==> src/rtl/debounce_or3_pkg.sv <==
// Shared constants and helpers for the three-channel debounced OR.
package debounce_or3_pkg;

  localparam int DEBOUNCE_CYCLES_DEF = 4;
  localparam int NUM_CH              = 3;

  // Counter width that can hold 0..n-1; never less than one bit.
  function automatic int cnt_width(input int n);
    return (n <= 2) ? 1 : $clog2(n);
  endfunction

endpackage

==> src/rtl/debounce_or3_if.sv <==
// Raw channel inputs, debounced outputs and the event handshake.
interface debounce_or3_if;
  import debounce_or3_pkg::*;

  logic                a;
  logic                b;
  logic                c;
  logic                evt_ack;
  logic                y;
  logic [NUM_CH-1:0]   src;
  logic                y_rise;
  logic                evt_valid;
  logic [NUM_CH-1:0]   evt_src;

  modport master (
    output a, b, c, evt_ack,
    input  y, src, y_rise, evt_valid, evt_src
  );

  modport slave (
    input  a, b, c, evt_ack,
    output y, src, y_rise, evt_valid, evt_src
  );

endinterface

==> src/rtl/debounce_or3_bit.sv <==
// One channel: two-flop synchronizer followed by a consecutive-difference debounce counter.
module debounce_bit
  import debounce_or3_pkg::*;
#(
  parameter int DEBOUNCE_CYCLES = DEBOUNCE_CYCLES_DEF
) (
  input  logic clk,
  input  logic rst,
  input  logic raw_i,
  output logic s_o
);

  localparam int CNT_W = cnt_width(DEBOUNCE_CYCLES);
  localparam logic [CNT_W-1:0] CNT_MAX = CNT_W'(DEBOUNCE_CYCLES - 1);

  logic             sync1_q, sync2_q;
  logic             s_q, s_d;
  logic [CNT_W-1:0] cnt_q, cnt_d;

  always_comb begin
    s_d   = s_q;
    cnt_d = '0;
    if (sync2_q != s_q) begin
      if (cnt_q == CNT_MAX) begin
        s_d = sync2_q;
      end else begin
        cnt_d = cnt_q + 1'b1;
      end
    end
  end

  always_ff @(posedge clk or posedge rst) begin
    if (rst) begin
      sync1_q <= 1'b0;
      sync2_q <= 1'b0;
      s_q     <= 1'b0;
      cnt_q   <= '0;
    end else begin
      sync1_q <= raw_i;
      sync2_q <= sync1_q;
      s_q     <= s_d;
      cnt_q   <= cnt_d;
    end
  end

  assign s_o = s_q;

endmodule

==> src/rtl/debounce_or3.sv <==
// Three debounced channels ORed together, with rising-edge detect and a sticky event latch.
module debounce_or3
  import debounce_or3_pkg::*;
#(
  parameter int DEBOUNCE_CYCLES = DEBOUNCE_CYCLES_DEF
) (
  input  logic           clk,
  input  logic           rst,
  debounce_or3_if.slave  bus
);

  logic [NUM_CH-1:0] raw;
  logic [NUM_CH-1:0] s;
  logic              y;
  logic              y_rise;
  logic              y_q;
  logic              evt_valid_q, evt_valid_d;
  logic [NUM_CH-1:0] evt_src_q, evt_src_d;

  assign raw = {bus.c, bus.b, bus.a};

  for (genvar ch = 0; ch < NUM_CH; ch++) begin : g_ch
    debounce_bit #(
      .DEBOUNCE_CYCLES (DEBOUNCE_CYCLES)
    ) u_bit (
      .clk   (clk),
      .rst   (rst),
      .raw_i (raw[ch]),
      .s_o   (s[ch])
    );
  end

  // Outputs depend only on the stable levels, never on the raw pins.
  assign y      = |s;
  assign y_rise = y & ~y_q;

  // A new event takes priority over a simultaneous acknowledge.
  always_comb begin
    evt_valid_d = evt_valid_q;
    evt_src_d   = evt_src_q;
    if (y_rise) begin
      evt_valid_d = 1'b1;
      evt_src_d   = s;
    end else if (bus.evt_ack) begin
      evt_valid_d = 1'b0;
    end
  end

  always_ff @(posedge clk or posedge rst) begin
    if (rst) begin
      y_q         <= 1'b0;
      evt_valid_q <= 1'b0;
      evt_src_q   <= '0;
    end else begin
      y_q         <= y;
      evt_valid_q <= evt_valid_d;
      evt_src_q   <= evt_src_d;
    end
  end

  assign bus.y         = y;
  assign bus.src       = s;
  assign bus.y_rise    = y_rise;
  assign bus.evt_valid = evt_valid_q;
  assign bus.evt_src   = evt_src_q;

endmodule

==> src/flat_wrapper.sv <==
// flat-port wrapper written by rule: the top's interface ports become plain ports
module debounce_or3_flat import debounce_or3_pkg::*;
#(
  parameter int DEBOUNCE_CYCLES = DEBOUNCE_CYCLES_DEF
)
  (clk, rst, bus_a, bus_b, bus_c, bus_evt_ack, bus_y, bus_src, bus_y_rise, bus_evt_valid, bus_evt_src);
  debounce_or3_if bus_i ();
  input  logic clk;
  input  logic rst;
  input wire logic [$bits(bus_i.a)-1:0] bus_a;
  input wire logic [$bits(bus_i.b)-1:0] bus_b;
  input wire logic [$bits(bus_i.c)-1:0] bus_c;
  input wire logic [$bits(bus_i.evt_ack)-1:0] bus_evt_ack;
  output wire logic [$bits(bus_i.y)-1:0] bus_y;
  output wire logic [$bits(bus_i.src)-1:0] bus_src;
  output wire logic [$bits(bus_i.y_rise)-1:0] bus_y_rise;
  output wire logic [$bits(bus_i.evt_valid)-1:0] bus_evt_valid;
  output wire logic [$bits(bus_i.evt_src)-1:0] bus_evt_src;
  assign bus_i.a = bus_a;
  assign bus_i.b = bus_b;
  assign bus_i.c = bus_c;
  assign bus_i.evt_ack = bus_evt_ack;
  assign bus_y = bus_i.y;
  assign bus_src = bus_i.src;
  assign bus_y_rise = bus_i.y_rise;
  assign bus_evt_valid = bus_i.evt_valid;
  assign bus_evt_src = bus_i.evt_src;
  debounce_or3 #(.DEBOUNCE_CYCLES(DEBOUNCE_CYCLES)) u_core (.clk(clk), .rst(rst), .bus(bus_i));
endmodule
==> config.mk <==
export PLATFORM = sky130hd
export DESIGN_NAME = debounce_or3_flat
export DESIGN_NICKNAME = d
export VERILOG_FILES = /design/src/rtl/debounce_or3_pkg.sv /design/src/rtl/debounce_or3_if.sv /design/src/rtl/debounce_or3_bit.sv /design/src/rtl/debounce_or3.sv /design/src/flat_wrapper.sv
export SDC_FILE = /design/constraint.sdc
export NUM_CORES = 1
export LEC_CHECK = 0
export ABC_AREA = 0
export CAP_MARGIN = 20
export CORE_UTILIZATION = 45
export CTS_BUF_LIST = sky130_fd_sc_hd__clkbuf_16
export DETAILED_ROUTE_END_ITERATION = 12
export HOLD_SLACK_MARGIN = 0.15
export PLACE_DENSITY = 0.73
export REMOVE_ABC_BUFFERS = 1
export SETUP_SLACK_MARGIN = 0.15
export SLEW_MARGIN = 20
export SYNTH_ARGS = -nofsm -noshare
export SYNTH_HDL_FRONTEND = slang
export SYNTH_SLANG_ARGS = --single-unit
export TNS_END_PERCENT = 10
==> constraint.sdc <==
create_clock -name clk -period 1.57 [get_ports clk]
set_clock_uncertainty 0.1 [all_clocks]
set_input_delay 0.3925 -clock clk [delete_from_list [all_inputs] [get_ports clk]]
set_output_delay 0.3925 -clock clk [all_outputs]
set_load 0.03 [all_outputs]
Yosys cells after proc, flatten, opt, wreduce, memory -nomap -nowiden

Index checks and enable logic that the tools add are counted.

Bitwise operators: 2
Equal/unequal tests: 6
Reduce and logical (&&, ||, !) cells: 5
Muxes and demuxes: 8
Add/sub/neg operators: 3

Operators by type and width:

| cell                | number |
|---|---|
| $mux 2              | 6 |
| $add 2x1->2 const B | 3 |
| $eq 2x2->1 const B  | 3 |
| $reduce_and 2->1    | 3 |
| $ne 1x1->1          | 3 |
| $reduce_or 3->1     | 1 |
| $mux 1              | 2 |
| $reduce_bool 2->1   | 1 |
| $and 1x1->1         | 1 |
| $not 1->1           | 1 |

Flip-flop bits (word level): 20
Output and inout bits: 9
Word-level logic and storage cells: 39

Logic depth before layout (Yosys ltp)

Gate-level depths: netlist of run 1.

Word-level depth: 3
Gate-level depth with buffers: 2
Gate-level depth less buffers: 2

Cells and area by module

Synthesis of run 1 repeated with hierarchy kept, for this count alone.

Cells, all modules: 51
Area, all modules: 742.0 µm²

Modules (own cells, without submodules):

| module       | cells each | instances | area an instance (µm²) | sequential area each (µm²) |
|---|---|---|---|---|
| debounce_bit | 11         | 3         | 177.7                  | 125.1 |
| debounce_or3 | 18         | 1         | 209.0                  | 125.1 |

Worst setup path after synthesis of run 1

Ideal clock, no wire load.

Path kind: register -> output
Start point: register u_core.g_ch[1].u_bit.s_q
End point: output port bus_y_rise
Setup slack: 0.150 ns
Data arrival time: 0.927 ns
Stages on the path, launching flop included: 3
Data required time: 1.077 ns
Path through: dfrtp_1 > nor3_1 > nor2_1

Word-level cells in the longest chain between the ends: 2

RTL lines:

| element                | RTL line               | source |
|---|---|---|
| from (decl)            | debounce_or3_bit.sv:17 | `logic s_q, s_d;` |
| from (signal assigned) | debounce_or3_bit.sv:36 | `s_q <= 1'b0;` |
| from (signal assigned) | debounce_or3_bit.sv:41 | `s_q <= s_d;` |
| $reduce_or 3->1        | debounce_or3.sv:34     | `assign y = \|s;` |
| $and 1x1->1            | debounce_or3.sv:35     | `assign y_rise = y & ~y_q;` |
| to (decl)              | flat_wrapper.sv:16     | `output wire logic [$bits(bus_i.y_rise)-1:0] bus_y_rise;` |

Every way passes these cells.

Worst setup path after layout of run 1

Start point: register u_core.g_ch[1].u_bit.s_q
End point: output port bus_y

Word-level cells in the longest chain between the ends: 1

RTL lines:

| element         | RTL line           | source |
|---|---|---|
| $reduce_or 3->1 | debounce_or3.sv:34 |  |
| to (decl)       | flat_wrapper.sv:14 | `output wire logic [$bits(bus_i.y)-1:0] bus_y;` |

Every way passes these cells.

==> flow_summary.toml, run 1 <==
[yosys]
synth_top_family_by_area = "compound AO/OA/AOI/OAI gates"
synth_seq_area_share = 0.6734
syn_area_per_cell_um2 = 14.57
synth_area_leaders = "dfrtp_1 67%, ha_1 5.1%, mux2_2 4.5%"
synthDominantCellAreaShare = 0.6734
synth_xor_area_frac = 0.03535
synth_top_area_cell = "dfrtp_1"
yosysUniqueCellTypes = 16
synth-simple-area-share = 0.06902
synthAdderAreaFrac = 0.05051
synth.area.mux_share = 0.04545
yosysWarnings = 0
synth_cells = 51
ys_ff_latch = 20
syn-cell-area_um2 = 743.2
synth_compound_area_frac = 0.07576

[layout]
diodes = 0
fin_nets = 83
drive_gt1_frac = 0.3562
fin_util = 0.6634
fin_area_um2 = 1011
area_growth_pct = 36.03

[critical_path]
cp.arrival_ns = 1.17
setup.worst_path.start = "u_core.g_ch[1].u_bit.s_o$_DFFE_PP0P_"
cpPeakStageDelay_ns = 0.40
r2r-end = "u_core.g_ch[1].u_bit.cnt_q[0]$_DFF_PP0_"
cp_top_family = "flip-flops"
cp.required_ns = 1.08
startpoint_type = "register"
crit_type = "register to primary output"
crit_buf_inv = 2
cp_num_cells = 3
end_kind = "primary output"
cp-endpoint = "bus_y"
crit_fanout = 3
path_cells = "nor3_2 > inv_1 > buf_6"
r2r_slack_ns = 0.41
r2r_cells = 4
r2r-start = "u_core.g_ch[1].u_bit.s_o$_DFFE_PP0P_"
slowest_stage = "dfrtp_1"

[routing]
antenna_left = 0
viasPerCell = 5.045
wire_per_inst_um = 14.52
firstDrtPassIters = 4
drc = 0
drt-total-wl_um = 1292
drt_iter0_drc = 7
num_vias = 449

[sta]
hold_viol_final = 0
period_share = 1.062
setup_ws_ns = -0.09725
timing.fmax_mhz = 599.8
period_needed_ns = 1.667
rsz0062_at_grt = "true"
holdWs_ns = 0.2476
maxSlewHeadroom = 0.8352
slew_viol_final = 0
setup-violations-final = 2
fin_setup_tns_ns = -0.1870
worstMarginPinSlew_ns = 0.2459

[cts]
clk_pin_slew_ns = 0.05
hold_buffers = 0
cts_made_buffers = 3
cts.sinks = 20
cts_tree = "done"
ctsHtreeMaxLevel = 1
clk_latency_ns = 0.25
clockBufferDepth = 2
cts_root_buf = "clkbuf_16"

[place]
place_congestion = 0.7375
placed_area_um2 = 918.4
portBuffers = 14
dp_hpwl_um = 819.8

[floorplan]
start_util = 0.4877
rows = 14
die_y_um = 42.64
core_um2 = 1524
pin_count = 15
die-area_um2 = 1818
die_x_um = 42.64

[power_and_ir_drop]
power.density_nw_per_um2 = 2310
finalPower_uw = 2335
p_switching_uw = 819.5
pwr-share-comb = 0.441
p_int_uw = 1516
p_sw_frac = 0.3509
p_clk_frac = 0.217
leakage_uw = 0.0004994
peakVddDrop_v = 0.001096
p_seq_frac = 0.342

[grt]
grt_use_met3 = 0.07759
grt_overflow = 0
grt_pass1_vias = 480
grtUsageMet2 = 0.2818
antenna_found_initial = 0
busiest_layer = "met2"
grt_max_degree = 21
grtUsageMet1 = 0.2052
grt_util_all_layers = 0.1712
grt_first_pass_wirelength_um = 2159

[flow_run]
drv_cap = 0

[status]
outcome = "complete, but fails checks"
violations = "setup timing"

[hold_path]
hold_path.class = "register to register"
## synth_stat cells
master / n
nor3_1: 3
mux2_2: 3
a22o_1: 2
dfrtp_1: 20
and2_2: 1
nor2_1: 1
o22ai_1: 1
xor2_1: 1
buf_4: 3
o21bai_1: 3
nor3b_2: 1
ha_1: 3
a22o_2: 1
xnor2_1: 2
nor2b_1: 2
inv_1: 4
## flip-flops by register name, indices dropped and copies added (netlist names)
register	flops
u_core.g_ch.u_bit.cnt_q	6
u_core.g_ch.u_bit.sync2_q	3
u_core.g_ch.u_bit.s_o	3
u_core.bus.evt_src	3
u_core.g_ch.u_bit.sync1_q	3
u_core.y_q	1
u_core.bus.evt_valid	1
## layout make-up
class	instances	area, um2
clock buffer	3	75.07
tap	16	20.02
sequential	20	500.5
clock inverter	1	3.754
multi-input combinational	24	210.2
fill	106	513.0
inverter	4	15.01
timing repair buffer	21	186.4
## power by group through the flow
stage               logic, uW  clock network (uW)  registers, uW
floorplan                 356                   0            997
global placement          953                   0            779
detailed placement        975                   0            791
CTS                      1030                 527            798
global route             1110                 550            813
finish                   1030                 507            798
## layer usage
metal | vias to the layer above | wire length, um | share of wire
li1 | 212 | - | -
met1 | 221 | 524 | 0.41
met2 | 14 | 686 | 0.53
met3 | 2 | 76 | 0.059
met4 | 0 | 6 | 0.0046
met5 | - | 0 | 0
## timing repair
action	in CTS	in global routing
setup buffers	0	1
resized for setup	31	9
cloned	0	0
pin swaps	1	1
setup endpoints to repair	9	9
## cell families after synthesis
family,Yosys count
flops,20
simple gates,8
compound gates,7
buf+inv,7
xor+xnor,3
mux,3
fa+ha+maj,3
## worst register-to-register path: stages (launching register included)
cell	delay, ns
dfrtp_1	0.40
buf_4	0.15
buf_6	0.12
xnor2_1	0.13
nor3_1	0.17
## per-stage QoR
step                      instances  setup WS [ns]
final                            89       -0.09725
after global routing             89        -0.1472
after CTS                        88       -0.06475
after detailed placement         84        -0.3035
after global placement           84        -0.2653
after floorplan                  48       -0.07014
## layout by cell type, fill, tap and decap left out, drive strengths merged, types with 3 or more instances in the layout
cell,Yosys,final
nor3,3,3
clkbuf,0,3
dfrtp,20,20
mux2,3,3
o21bai,3,3
inv,4,4
a22o,3,3
buf,3,16
ha,3,3
clkdlybuf4s50,0,5
## how the worst min path moves through the flow
stage | startpoint | slack [ns] | to | cells past startpoint
global route | u_core.g_ch[2].u_bit.sync1_q$_DFF_PP0_ | 0.25 | u_core.g_ch[2].u_bit.sync2_q$_DFF_PP0_ | 0
global placement | u_core.g_ch[1].u_bit.sync1_q$_DFF_PP0_ | 0.23 | u_core.g_ch[1].u_bit.sync2_q$_DFF_PP0_ | 0
floorplan | u_core.g_ch[0].u_bit.sync1_q$_DFF_PP0_ | 0.23 | u_core.g_ch[0].u_bit.sync2_q$_DFF_PP0_ | 0
finish | u_core.g_ch[1].u_bit.sync1_q$_DFF_PP0_ | 0.25 | u_core.g_ch[1].u_bit.sync2_q$_DFF_PP0_ | 0
detailed placement | u_core.g_ch[0].u_bit.sync1_q$_DFF_PP0_ | 0.24 | u_core.g_ch[0].u_bit.sync2_q$_DFF_PP0_ | 0
CTS | u_core.g_ch[0].u_bit.sync1_q$_DFF_PP0_ | 0.25 | u_core.g_ch[0].u_bit.sync2_q$_DFF_PP0_ | 0
No activity file was read; power rests on OpenSTA's default activity.
==> run 2, diff against run 1 <==
--- a/config.mk
+++ b/config.mk
@@ -6,6 +6,7 @@
 export NUM_CORES = 1
 export LEC_CHECK = 0
 export ABC_AREA = 0
+export ABC_CLOCK_PERIOD_IN_PS = 1570
 export CAP_MARGIN = 20
 export CORE_UTILIZATION = 45
 export CTS_BUF_LIST = sky130_fd_sc_hd__clkbuf_16
==> results of run 2 <==
The final DEF is identical to that of run 1; final timing and power are the same.
